$ cat config.mk
export PLATFORM = sky130hd
export DESIGN_NAME = rx_block_assembler
export DESIGN_NICKNAME = d
export VERILOG_FILES = /design/src/rtl/cipher_pkg.sv /design/src/rtl/byte_shift_reg.sv /design/src/rtl/rx_block_assembler.sv
export SDC_FILE = /design/constraint.sdc
export NUM_CORES = 1
export LEC_CHECK = 0
export CAP_MARGIN = 5
export CORE_MARGIN = 4
export CORE_UTILIZATION = 48
export DETAILED_ROUTE_END_ITERATION = 16
export GPL_ROUTABILITY_DRIVEN = 0
export HOLD_SLACK_MARGIN = 0.02
export PLACE_DENSITY = 0.76
export SYNTH_ARGS = -nofsm -noshare
export SYNTH_HDL_FRONTEND = slang
export SYNTH_SLANG_ARGS = --single-unit
$ cat constraint.sdc
create_clock -name clk -period 1.5 [get_ports clk]
set_input_delay 0.45 -clock clk [delete_from_list [all_inputs] [get_ports clk]]
set_output_delay 0.45 -clock clk [all_outputs]
set_load 0.05 [all_outputs]
$ cat src/rtl/cipher_pkg.sv
// Shared constants and encodings for the receive-side block assembler.
package cipher_pkg;
   localparam int BYTE_W = 8;
   localparam int BLK_W  = 64;

   typedef enum logic {FILL, FULL} asm_state_t;

   localparam logic MODE_ENCRYPT = 1'b1;
   localparam logic MODE_DECRYPT = 1'b0;
endpackage

$ cat src/rtl/byte_shift_reg.sv
// Shift-in register of N lanes of W bits; new data enters lane 0 (LSBs) and
// older bytes move toward the MSB end.
module byte_shift_reg #(
   parameter int W = 8,
   parameter int N = 8
) (
   input  logic           clk,
   input  logic           n_reset,
   input  logic           clr,
   input  logic           load,
   input  logic [W-1:0]   din,
   output logic [W*N-1:0] dout
);
   for (genvar gi = 0; gi < N; gi++) begin : g_lane
      logic [W-1:0] src;
      logic [W-1:0] lane_reg;

      if (gi == 0) begin : g_head
         assign src = din;
      end else begin : g_tail
         assign src = dout[(gi-1)*W +: W];
      end

      always_ff @(posedge clk or negedge n_reset) begin
         if (!n_reset)
            lane_reg <= '0;
         else if (clr)
            lane_reg <= '0;
         else if (load)
            lane_reg <= src;
      end

      assign dout[gi*W +: W] = lane_reg;
   end
endmodule

$ cat src/rtl/rx_block_assembler.sv
// Packs MCU-strobed Rx FIFO bytes MSB-first into cipher blocks and hands each
// completed block, with the mode captured at its first byte, to the cipher core.
module rx_block_assembler #(
   parameter int BYTE_W        = 8,
   parameter int BYTES_PER_BLK = 8
) (
   input  logic                            clk,
   input  logic                            n_reset,
   input  logic                            read_fifo,
   input  logic [BYTE_W-1:0]               rx_data,
   input  logic                            is_encrypt,
   input  logic                            clear,
   output logic                            accepted,
   output logic                            blk_valid,
   output logic [BYTE_W*BYTES_PER_BLK-1:0] blk_data,
   output logic                            blk_encrypt,
   input  logic                            blk_ready,
   output logic [3:0]                      byte_cnt
);
   import cipher_pkg::*;

   asm_state_t                        state_reg;
   logic                              mode_reg;
   logic [BYTE_W*BYTES_PER_BLK-1:0]   asm_data;
   logic                              shift_en;
   logic                              slot_free;

   assign shift_en  = (state_reg == FILL) && read_fifo && !clear;
   assign slot_free = !blk_valid || blk_ready;

   byte_shift_reg #(.W(BYTE_W), .N(BYTES_PER_BLK)) u_asm (
      .clk     (clk),
      .n_reset (n_reset),
      .clr     (clear),
      .load    (shift_en),
      .din     (rx_data),
      .dout    (asm_data)
   );

   always_ff @(posedge clk or negedge n_reset) begin
      if (!n_reset) begin
         state_reg   <= FILL;
         mode_reg    <= MODE_DECRYPT;
         byte_cnt    <= 4'd0;
         accepted    <= 1'b0;
         blk_valid   <= 1'b0;
         blk_data    <= '0;
         blk_encrypt <= 1'b0;
      end else if (clear) begin
         state_reg <= FILL;
         byte_cnt  <= 4'd0;
         accepted  <= 1'b0;
         blk_valid <= 1'b0;
      end else begin
         accepted <= shift_en;
         case (state_reg)
            FILL: begin
               if (read_fifo) begin
                  byte_cnt <= byte_cnt + 4'd1;
                  if (byte_cnt == 4'd0)
                     mode_reg <= is_encrypt;
                  if (byte_cnt == 4'(BYTES_PER_BLK - 1))
                     state_reg <= FULL;
               end
               if (blk_valid && blk_ready)
                  blk_valid <= 1'b0;
            end
            FULL: begin
               // A consumed slot is refilled at the same edge, so valid never gaps.
               if (slot_free) begin
                  blk_data    <= asm_data;
                  blk_encrypt <= mode_reg;
                  blk_valid   <= 1'b1;
                  byte_cnt    <= 4'd0;
                  state_reg   <= FILL;
               end
            end
            default: state_reg <= FILL;
         endcase
      end
   end
endmodule

* Word level (Yosys, flattened, before mapping)
Cells that the tools add are included.
Word-level totals: register bits 137, input port bits 14, output and inout bits 71, word-level logic and storage cells 64
Cells by class: add/sub/neg operators 1, eq/ne operators 4, mux-type cells 30, bitwise logic cells 2, reduce and logical (&&, ||, !) cells 12
Operators by type and width (count):
- $mux W8 | 16
- $mux W4 | 3
- $mux W1 | 8
- $pmux W4 S2 | 1
- $ne A3 B2 Y1 const B | 2
- $add A4 B1 Y4 const B | 1
- $eq A4 B3 Y1 const B | 1
- $logic_not A4 Y1 | 1
- $pmux W1 S2 | 2
- $reduce_and A2 Y1 | 2
- $reduce_and A4 Y1 | 1
- $logic_and A1 B1 Y1 | 3
- $ne A3 B3 Y1 const B | 1
- $reduce_and A3 Y1 | 1
- $logic_not A1 Y1 | 2
- $not A1 Y1 | 2
- $reduce_bool A2 Y1 | 1
- $logic_or A1 B1 Y1 | 1

* Depth between registers and ports, before layout
word-level depth 5, mapped depth 5, depth with buffers taken out 4

* By module
From an unflattened synthesis, not the netlist that was laid out.
Unflattened totals: cells, all modules 382, area total of the unflattened synthesis 5451.5 µm²
Modules (own cells, without submodules):
- rx_block_assembler | instances 1, cells an instance 176, area an instance 2840.2 µm²
- byte_shift_reg | instances 1, cells an instance 206, area an instance 2611.3 µm²

* Worst setup path before layout
OpenSTA, ideal clock, no wires.
kind flip-flop to flip-flop, from register blk_valid, to register blk_data[0], arrival 1715 ps, setup slack -340 ps, cell stages (with the launch flop) 6, buffers on the path 2, path through dfrtp_1 > nor2b_4 > or3b_1 > buf_6 > buf_6 > mux2_4
Between the ends: cells in the longest elaborated chain, start to end 3
Ends and longest elaborated chain:
- start, declared | line rx_block_assembler.sv:14 | output logic blk_valid,
- start signal, assigned | line rx_block_assembler.sv:46 | blk_valid <= 1'b0;
- start signal, assigned | line rx_block_assembler.sv:53 | blk_valid <= 1'b0;
- start signal, assigned | line rx_block_assembler.sv:66 | blk_valid <= 1'b0;
- $logic_not A1 Y1 | line rx_block_assembler.sv:29 | assign slot_free = !blk_valid || blk_ready;
- $logic_or A1 B1 Y1 | line rx_block_assembler.sv:29
- $reduce_and A3 Y1 (no source line)
- end signal, assigned | line rx_block_assembler.sv:71 | blk_data <= asm_data;
- end, declared | line rx_block_assembler.sv:15 | output logic [BYTE_W*BYTES_PER_BLK-1:0] blk_data,
Every way passes these cells. A chain may end at the register's enable or synchronous reset.

* Worst setup path after layout
from register blk_valid, to register blk_data[3]
Same word-level chain as after synthesis.

==> metrics.txt <==
post-synthesis sequential area ratio=0.651; nets=492; IO Pins=85; Net Count, Synth=340; FF-to-FF path depth=4; Slew @ Worst Pin=363 ps; final wirelength=11,900 µm; WP data arrival=2090 ps; final setup vio count=136; core footprint=10,500 µm²; H-Tree Depth=4; R2R Path End=blk_data[3]$_DFFE_PN0P_; clk sink count=137; initial cell density of the core=0.501; Final Cell Area=8150 µm²; die width=113 µm; Synth top area share=0.651; first-pass GRT wire length=18,700 µm; Bufs on Longest Clock Path=2; Core Util, Final=0.776; r2r setup slk=-180 ps; Buffers on Ports=84; RSZ-0062 raised after global routing=true; final setup TNS=-13,330 ps; clk_skew=10.1 ps; clock latency on the worst-skew pair=530 ps; dpl ws=-624 ps; share of cells above drive strength 1=0.509; failing checks=negative setup slack; Pleak=4.10 nW; synthesized cell area=5270 µm²; Die ar.=12,700 µm²; r2r startpoint=blk_valid$_DFFE_PN0P_; # diodes=0; CTS tree=done; Synth Warn #=0; Cell Pwr Density=983 nW/µm²; hold_ws=381 ps; Total GRT Usage=0.189; Post-Syn Area per Cell=16.3 µm²; synth unique cells=26; row count=37; Vias/cell=5.31; outcome=complete, but fails checks; most numerous cell in the Yosys netlist=dfrtp_1; clock tree root buffer cell=clkbuf_8; antenna-violating nets left=0; Async S/R FF share, synth=1.00; synth cell count leaders=dfrtp_1, a22o_1, mux2_4; critical path endpoint category=flip-flop; Chip Height=113 µm; fin cells=625; wire per inst=19.0 µm; Rel. slew slack=0.758; vias in the first global route=3,567; fraction of the cycle the final worst path needs=1.12; vias=3,319; Syn Inst Count=324; critical-path maximum fanout=47; Max Cap Viol=0; total CTS buffers=17; area grow syn2layout=54.7%; #FFs+latches synth=137; cell total after placement=541; clock-pin slew on the worst setup and hold paths=70 ps; Critical Path RT=1900 ps; Hold Path Class=in -> async; number of synthesized flops with an enable pin=0; 1st-iter DRT viols=156; achievable clock frequency=594 MHz; Tot Pwr=8.01 mW; first drt pass iteration count=4; DP Area=7110 µm²; aggregate global routing overflow=0; final hold viol count=0; Startpoint Class=flip-flop; Slew Viols, Final=0; min Tclk post-route=1680 ps; Remaining DRCs=0; Synth Flop Type=dfrtp_1; top cells by area, synth=dfrtp_1, mux2_4, a22o_1; DP HPWL=7290 µm; VDD IR max=657 µV; initial antenna violation count=0; cell taking the most area after synthesis=dfrtp_1; Setup CP Type=reg -> reg; Final WS setup=-184 ps; largest net degree at the start of global routing=48
[worst max path at each step]
stage / slack, ps / start / depth (start not counted) / to
2_1_floorplan: -250 / blk_valid$_DFFE_PN0P_ / 5 / blk_data[0]$_DFFE_PN0P_
3_5_place_dp: -620 / blk_ready / 5 / blk_data[13]$_DFFE_PN0P_
4_1_cts: -170 / blk_valid$_DFFE_PN0P_ / 2 / blk_valid
3_3_place_gp: -610 / blk_ready / 5 / blk_data[7]$_DFFE_PN0P_
5_1_grt: -210 / blk_valid$_DFFE_PN0P_ / 4 / blk_data[3]$_DFFE_PN0P_
6_report: -180 / blk_valid$_DFFE_PN0P_ / 4 / blk_data[3]$_DFFE_PN0P_
[report_power, final]
group / total [mW] / internal [mW] / switching (mW)
Sequential: 3.77 / 3.73 / 0.0335
Combinational: 0.356 / 0.151 / 0.205
Clock: 3.89 / 2.13 / 1.76
Total: 8.01 / 6.02 / 2.00
[critical path: stages, from the launching register on]
cell and delay, ps:
dfrtp_2 410, nor2b_4 130, or3b_4 410, buf_12 230, mux2_4 340
[timing repair]
item                                    in CTS  in global routing
hold buffers                                 1                  0
gates cloned                                 0                  3
buffers inserted                            36                 12
gates resized for setup                      9                  2
hold endpoints to repair                    28                  0
endpoints found under the setup margin     138                176
[cells by family (layout without fill, tap and decap cells)]
kind of cell,Yosys count,count (layout),share of synthesized area
DFF,137,137,0.651
AOI/OAI and AO/OA,69,69,0.112
muxes,66,66,0.177
and+or+nand+nor,25,25,0.0275
buffers and inverters,25,190,0.0287
adders and majority gates,2,2,0.00475
[layer usage]
metal | track usage | wire length, µm
met5 | 0 | 0
met4 | 0.0729 | 201
met3 | 0.0449 | 483
met2 | 0.310 | 6230
met1 | 0.244 | 4960
[layout make-up]
cell class	count	area [µm²]
flip-flops and latches	137	3430
clock buffers	17	414
inverters	3	11.3
multi-input cells	162	1710
fillers	572	2360
repair buffers	155	2260
clock inverters	15	150
well taps	136	170
[layout by cell type (no fill, tap or decap), drive strengths merged, types with 3 or more instances in the layout]
| cell | n |
|---|---|
| buf | 140 |
| clkdlybuf4s50 | 12 |
| nand3 | 3 |
| nor2 | 10 |
| mux2 | 66 |
| inv | 14 |
| a22o | 64 |
| clkinv | 4 |
| dfrtp | 137 |
| clkbuf | 19 |
No activity file was read; power rests on OpenSTA's default activity.
